[src/rtl/req_gnt_pkg.sv]
// Shared constants and types for the 3-channel req/gnt grant scheduler.
package req_gnt_pkg;

    // Channel indices into req/gnt
    localparam int unsigned CH_FAST = 0;
    localparam int unsigned CH_WIN  = 1;
    localparam int unsigned CH_ZERO = 2;
    localparam int unsigned N_REQ   = 3;

    // Default ch1 latency window and counter width
    localparam int unsigned DEF_WIN_MIN_LAT = 3;
    localparam int unsigned DEF_WIN_MAX_LAT = 5;
    localparam int unsigned DEF_LAT_W       = 3;

    typedef enum logic {
        WIN_IDLE = 1'b0,
        WIN_WAIT = 1'b1
    } win_state_t;

endpackage

[src/rtl/req_gnt_if.sv]
// 3-channel req/gnt bundle between requesters (master) and the scheduler (slave).
//  req          requests, bit i = channel i
//  gnt          one-cycle grant pulses, at most one bit high
//  ch2_ready    combinational; req[2] may be raised only while high
//  ch1_pending  ch1 request captured, grant not yet issued
//  ch1_overrun  sticky ch1 latency-window miss
interface req_gnt_if;

    logic [req_gnt_pkg::N_REQ-1:0] req;
    logic [req_gnt_pkg::N_REQ-1:0] gnt;
    logic                          ch2_ready;
    logic                          ch1_pending;
    logic                          ch1_overrun;

    modport master (
        output req,
        input  gnt,
        input  ch2_ready,
        input  ch1_pending,
        input  ch1_overrun
    );

    modport slave (
        input  req,
        output gnt,
        output ch2_ready,
        output ch1_pending,
        output ch1_overrun
    );

endinterface

[src/rtl/req_gnt_win_timer.sv]
// ch1 "window" channel: captures a request, then grants inside [WIN_MIN_LAT, WIN_MAX_LAT].
//  clk, reset_n  clock, async active-low reset
//  req1_i        ch1 request
//  block_i       ch0 grant is being registered this edge; ch1 must defer
//  gnt1_o        registered one-cycle ch1 grant
//  pending_o     registered; request captured and grant not yet past
//  overrun_o     registered sticky; window missed
module req_gnt_win_timer
    import req_gnt_pkg::*;
#(
    parameter int unsigned WIN_MIN_LAT = DEF_WIN_MIN_LAT,
    parameter int unsigned WIN_MAX_LAT = DEF_WIN_MAX_LAT,
    parameter int unsigned LAT_W       = DEF_LAT_W
) (
    input  logic clk,
    input  logic reset_n,
    input  logic req1_i,
    input  logic block_i,
    output logic gnt1_o,
    output logic pending_o,
    output logic overrun_o
);

    // Parameter legality
    if (WIN_MIN_LAT < 1) begin : g_err_min
        $error("WIN_MIN_LAT must be >= 1");
    end
    if (WIN_MAX_LAT < WIN_MIN_LAT + 1) begin : g_err_max
        $error("WIN_MAX_LAT must be >= WIN_MIN_LAT+1");
    end
    if (WIN_MAX_LAT >= (2 ** LAT_W)) begin : g_err_w
        $error("LAT_W too narrow to hold WIN_MAX_LAT");
    end

    localparam logic [LAT_W-1:0] MIN_C = LAT_W'(WIN_MIN_LAT);
    localparam logic [LAT_W-1:0] MAX_C = LAT_W'(WIN_MAX_LAT);

    win_state_t       state_q, state_d;
    logic [LAT_W-1:0] cnt_q, cnt_d, cnt_inc;
    logic             gnt1_q, gnt1_d;
    logic             pending_q, pending_d;
    logic             overrun_q, overrun_d;

    // State register
    always_ff @(posedge clk or negedge reset_n) begin
        if (!reset_n) begin
            state_q   <= WIN_IDLE;
            cnt_q     <= '0;
            gnt1_q    <= 1'b0;
            pending_q <= 1'b0;
            overrun_q <= 1'b0;
        end else begin
            state_q   <= state_d;
            cnt_q     <= cnt_d;
            gnt1_q    <= gnt1_d;
            pending_q <= pending_d;
            overrun_q <= overrun_d;
        end
    end

    // Next state; the decision uses the post-increment count so a request sampled
    // at edge T is visible as a grant at sample T+cnt.
    always_comb begin
        state_d   = state_q;
        cnt_d     = cnt_q;
        gnt1_d    = 1'b0;
        overrun_d = overrun_q;
        cnt_inc   = (cnt_q >= MAX_C) ? MAX_C : cnt_q + LAT_W'(1);

        case (state_q)
            WIN_IDLE: begin
                if (req1_i) begin
                    state_d = WIN_WAIT;
                    cnt_d   = LAT_W'(1);
                end
            end
            WIN_WAIT: begin
                cnt_d = cnt_inc;
                if (cnt_inc >= MIN_C) begin
                    if (!block_i) begin
                        gnt1_d  = 1'b1;
                        state_d = WIN_IDLE;
                        cnt_d   = '0;
                    end else if (cnt_inc >= MAX_C) begin
                        // Window exhausted: flag it and grant regardless
                        overrun_d = 1'b1;
                        gnt1_d    = 1'b1;
                        state_d   = WIN_IDLE;
                        cnt_d     = '0;
                    end
                end
            end
            default: begin
                state_d = WIN_IDLE;
                cnt_d   = '0;
            end
        endcase

        // Pending stays up through the cycle the grant is visible
        pending_d = (state_d == WIN_WAIT) | gnt1_d;
    end

    assign gnt1_o    = gnt1_q;
    assign pending_o = pending_q;
    assign overrun_o = overrun_q;

endmodule

[src/rtl/req_gnt_scheduler.sv]
// Grant scheduler for the 3-channel req/gnt interface; sole driver of gnt.
//  clk      rising-edge clock
//  reset_n  asynchronous active-low reset
//  bus      req_gnt_if slave: req in; gnt, ch2_ready, ch1_pending, ch1_overrun out
//  ch0 fast (registered, 1 cycle after rise), ch1 window (sub-module),
//  ch2 zero-latency (combinational, masked by any registered grant).
module req_gnt_scheduler
    import req_gnt_pkg::*;
#(
    parameter int unsigned WIN_MIN_LAT = DEF_WIN_MIN_LAT,
    parameter int unsigned WIN_MAX_LAT = DEF_WIN_MAX_LAT,
    parameter int unsigned LAT_W       = DEF_LAT_W
) (
    input  logic         clk,
    input  logic         reset_n,
    req_gnt_if.slave     bus
);

    logic             req0_q;
    logic             gnt0_q;
    logic             rose0_c;
    logic             gnt1_q;
    logic             ch2_ready_c;
    logic             gnt2_c;
    logic [N_REQ-1:0] gnt_c;

    // ch0 rise detector; req0_q resets low so a req held at release counts as a rise
    assign rose0_c = bus.req[CH_FAST] & ~req0_q;

    always_ff @(posedge clk or negedge reset_n) begin
        if (!reset_n) begin
            req0_q <= 1'b0;
            gnt0_q <= 1'b0;
        end else begin
            req0_q <= bus.req[CH_FAST];
            gnt0_q <= rose0_c;
        end
    end

    // ch1 defers to ch0 on the edge ch0 is registered, keeping them exclusive
    req_gnt_win_timer #(
        .WIN_MIN_LAT (WIN_MIN_LAT),
        .WIN_MAX_LAT (WIN_MAX_LAT),
        .LAT_W       (LAT_W)
    ) u_win_timer (
        .clk       (clk),
        .reset_n   (reset_n),
        .req1_i    (bus.req[CH_WIN]),
        .block_i   (rose0_c),
        .gnt1_o    (gnt1_q),
        .pending_o (bus.ch1_pending),
        .overrun_o (bus.ch1_overrun)
    );

    // ch2 only while no registered grant is out
    assign ch2_ready_c = ~gnt0_q & ~gnt1_q;
    assign gnt2_c      = bus.req[CH_ZERO] & ch2_ready_c;

    always_comb begin
        gnt_c          = '0;
        gnt_c[CH_FAST] = gnt0_q;
        gnt_c[CH_WIN]  = gnt1_q;
        gnt_c[CH_ZERO] = gnt2_c;
    end

    assign bus.gnt       = gnt_c;
    assign bus.ch2_ready = ch2_ready_c;

endmodule

[src/flat_wrapper.sv]
// flat-port wrapper written by rule: the top's interface ports become plain ports
module req_gnt_scheduler_flat import req_gnt_pkg::*;
#(
    parameter int unsigned WIN_MIN_LAT = DEF_WIN_MIN_LAT,
    parameter int unsigned WIN_MAX_LAT = DEF_WIN_MAX_LAT,
    parameter int unsigned LAT_W       = DEF_LAT_W
)
  (clk, reset_n, bus_req, bus_gnt, bus_ch2_ready, bus_ch1_pending, bus_ch1_overrun);
  req_gnt_if bus_i ();
  input  logic clk;
  input  logic reset_n;
  input wire logic [$bits(bus_i.req)-1:0] bus_req;
  output wire logic [$bits(bus_i.gnt)-1:0] bus_gnt;
  output wire logic [$bits(bus_i.ch2_ready)-1:0] bus_ch2_ready;
  output wire logic [$bits(bus_i.ch1_pending)-1:0] bus_ch1_pending;
  output wire logic [$bits(bus_i.ch1_overrun)-1:0] bus_ch1_overrun;
  assign bus_i.req = bus_req;
  assign bus_gnt = bus_i.gnt;
  assign bus_ch2_ready = bus_i.ch2_ready;
  assign bus_ch1_pending = bus_i.ch1_pending;
  assign bus_ch1_overrun = bus_i.ch1_overrun;
  req_gnt_scheduler #(.WIN_MIN_LAT(WIN_MIN_LAT), .WIN_MAX_LAT(WIN_MAX_LAT), .LAT_W(LAT_W)) u_core (.clk(clk), .reset_n(reset_n), .bus(bus_i));
endmodule
[config.mk]
export PLATFORM = sky130hd
export DESIGN_NAME = req_gnt_scheduler_flat
export DESIGN_NICKNAME = d
export VERILOG_FILES = /design/src/rtl/req_gnt_pkg.sv /design/src/rtl/req_gnt_if.sv /design/src/rtl/req_gnt_win_timer.sv /design/src/rtl/req_gnt_scheduler.sv /design/src/flat_wrapper.sv
export SDC_FILE = /design/constraint.sdc
export NUM_CORES = 1
export LEC_CHECK = 0
export BUFFER_PORTS_ARGS = -buffer_cell sky130_fd_sc_hd__buf_2
export CAP_MARGIN = 20
export CORE_AREA = 2 2 39 41
export CTS_BUF_LIST = sky130_fd_sc_hd__clkbuf_4
export DETAILED_ROUTE_END_ITERATION = 10
export DIE_AREA = 0 0 41 43
export PLACE_DENSITY_LB_ADDON = 0.15
export SETUP_SLACK_MARGIN = 0.05
export SLEW_MARGIN = 15
export SYNTH_ARGS = -nofsm -noshare
export SYNTH_HDL_FRONTEND = slang
export SYNTH_SLANG_ARGS = --single-unit
export TNS_END_PERCENT = 1
[constraint.sdc]
create_clock -name clk -period 1.95 [get_ports clk]
set_input_delay 0.195 -clock clk [delete_from_list [all_inputs] [get_ports clk]]
set_output_delay 0.195 -clock clk [all_outputs]
set_load 0.02 [all_outputs]
==> summary.md <==
| Metric | Value |
|---|---|
| Min-Delay Path Depth | `1` |
| Launch point of the worst reg-to-reg path | `u_core.u_win_timer.cnt_q[0]` |
| DP Area | `536.8 sq um` |
| PortBufs | `10` |
| WP depth | `4` |
| Hold Crit Class | `primary input to flip-flop` |
| Design Area, Final | `576.8 sq um` |
| Diode count | `0` |
| Dpl ws | `0.1787 ns` |
| Initial DRC count | `5` |
| Die span in y | `43 um` |
| PnR worst setup slack | `0.1586 ns` |
| Synth Register Bits | `9` |
| Top cells by count, synth | `dfrtp_1, inv_1` |
| Cell taking the most area after synthesis | `dfrtp_1` |
| Post-DR vias/cell | `5.026` |
| Setup TNS | `0 ns` |
| Clock Sinks | `9` |
| H-tree Lvls | `1` |
| Seq/Total Area, Yosys | `46.75%` |
| GRT Residual Overflow | `0` |
| Hold endpoint | `u_core.req0_q` |
| CP peak stage delay | `0.49 ns` |
| Gate Count Post-Synth | `48` |
| Worst path cell trace | `ha_1 -> or4b_4 -> a221o_1 -> and3_1` |
| Number of setup violations in the final report | `0` |
| PD cells | `1532 nW/um^2` |
| Max Clock Skew | `0.0005292 ns` |
| Final max-slew violation count | `0` |
| Reg clk slew, reported paths | `0.06 ns` |
| Via count | `382` |
| Hold WS | `0.04526 ns` |
| Sw power | `365.5 uW` |
| Longest Clk Path Bufs | `2` |
| Final Net Count | `68` |
| Initial antenna violation count | `0` |
| CP delay by family, top | `simple AND/OR/NAND/NOR gates` |
| Area Overhead vs Synth | `19.74%` |
| Synth Flop Type | `dfrtp_1` |
| Drt pass-1 iters | `4` |
| RD Place Congestion | `0.8470` |
| Final wirelength | `904 um` |
| I/O pin count | `11` |
| Mapped Area | `481.7 sq um` |
| CTS tree | `built` |
| Post-synth EDFFs | `0` |
| Synth top area cells | `dfrtp_1, ha_1, buf_4` |
| Slew headroom | `72.56%` |
| Combinational Power Share | `48.4%` |
| RSZ-0062 raised after global routing | `no` |
| Largest net degree at the start of global routing | `12` |
| Initial core utilization | `34.81%` |
| Die area | `1763 sq um` |
| GRT Total Usage | `12.55%` |
| Chip Width | `41 um` |
| Avg Synthesized Cell Area | `10.04 sq um` |
| Sequential share of power | `32.8%` |
| Synth unique cells | `22` |
| Fin crit period | `1.791 ns` |
| Vias in the first global route | `299` |
| Drc violations | `0` |
| Fin crit share | `91.87%` |
| Setup CP Type | `flip-flop to flip-flop` |
| Max_cap viols | `0` |
| Core footprint | `1384 sq um` |
| CP Launch Type | `flip-flop` |
| Antenna Nets Post-Route | `0` |
| Later-pin clock latency in the skew report | `0.27 ns` |
| Pint | `518.3 uW` |
| Filler Cell Count | `130` |
| Worst Tran Pin Value | `0.4058 ns` |
| Worst VDD drop | `641.5 uV` |
| Global-route wire length before repair | `1.373 mm` |
| Reg2Reg Setup Slack | `0.16 ns` |
| Share of layout cells above drive strength 1 | `28.33%` |
| Per-cell routed wire length | `11.89 um` |
| Clock network power share | `18.8%` |
| Status | `completed` |
| FFs w/ async S/R, synth | `100.0%` |
| Leak | `0.0002691 uW` |
| Worst setup EP type | `flip-flop` |
| Worst-path maximum fanout | `3` |
| HPWL after DPL | `640.5 um` |
| Top-area cell type share of the netlist area | `46.75%` |
| Clk root buf | `clkbuf_4` |
| Overall power | `883.8 uW` |
| Critical path origin | `u_core.u_win_timer.cnt_q[0]` |
| Arr. time, crit path | `1.95 ns` |
| Synth Warn # | `0` |
| Post-CTS Setup Inserts | `0` |
| Syn_nets | `55` |
| Hold_sp | `bus_req[0]` |
| Buffers & Inverters on Critical Path | `0` |
| CTS Buf Count | `3` |
| Cell row count | `14` |
| Critical Path RT | `2.11 ns` |
| Final Hold Fails | `0` |
| FF-to-FF End | `u_core.u_win_timer.gnt1_o` |
| Cell with the most instances after synthesis | `dfrtp_1` |
| R2R depth | `4` |
| F_max | `558.2 MHz` |
| Sw Ratio | `41.36%` |
| Slowest CP cell | `or4b_4` |
-- power by group through the flow --
stage	combinational (uW)	sequential (uW)	clock, uW
floorplan	294	310	0
global placement	436	292	0
detailed placement	420	292	0
CTS	427	290	170
global route	477	301	181
finish	428	290	166
-- cells in the final DEF (no fill, tap or decap), types with 3 or more instances in the layout --
cell type  instances
clkbuf_4           4
a31oi_1            3
nor2_1             3
inv_1              4
dfrtp_1            9
buf_2             10
o31ai_1            3
-- per-layer routing --
| layer | wire length, um | GRT usage, % | part of all wire (%) |
|---|---|---|---|
| met1 | 458 | 18.15 | 51 |
| met2 | 376 | 14.06 | 42 |
| met3 | 59 | 7.853 | 6.5 |
| met4 | 10 | 6.000 | 1.1 |
| met5 | 0 | 0 | 0 |
-- how the worst max path moves through the flow --
stage,endpoint,slack [ns]
2_1_floorplan,u_core.u_win_timer.gnt1_o,0.13
3_3_place_gp,u_core.u_win_timer.gnt1_o,0.19
3_5_place_dp,u_core.u_win_timer.gnt1_o,0.18
4_1_cts,u_core.u_win_timer.gnt1_o,0.16
5_1_grt,u_core.u_win_timer.gnt1_o,0.11
6_report,u_core.u_win_timer.gnt1_o,0.16
-- through the flow --
stage               util (%)  instances
detailed placement     38.79         71
global route           41.68         76
finish                 41.68         76
CTS                    41.68         76
global placement       38.79         71
floorplan                  -         48
-- state kept, by name (all words and copies together), names as in the netlist --
register / cells
u_core.gnt0_q: 1
u_core.req0_q: 1
u_core.u_win_timer.cnt_q: 3
u_core.u_win_timer.gnt1_o: 1
u_core.u_win_timer.overrun_o: 1
u_core.u_win_timer.pending_o: 1
u_core.u_win_timer.state_q: 1
-- cells by family (layout without fill, tap and decap cells) --
family | count (synthesis) | after routing | synth area share (%)
AND/OR/NAND/NOR | 15 | 15 | 19.22
AO/OA/AOI/OAI | 13 | 13 | 19.48
flip-flops | 9 | 9 | 46.75
buffers and inverters | 9 | 21 | 9.350
adder cells (fa/ha/maj) | 2 | 2 | 5.194
-- final cells by class --
class / instances / area, sq um / area share [%]
inverter: 4 / 15.01 / 2.603
multi-input combinational: 30 / 211.5 / 36.66
tap: 16 / 20.02 / 3.471
sequential: 9 / 225.2 / 39.05
timing repair buffer: 13 / 75.07 / 13.02
clock buffer: 4 / 30.03 / 5.206
-- timing repair --
| item | CTS | global route |
|---|---|---|
| hold buffers | 1 | 0 |
| gates resized for setup | 0 | 0 |
| hold endpoints to repair | 9 | 0 |
Note: power is estimated with default switching activity, not from simulation.
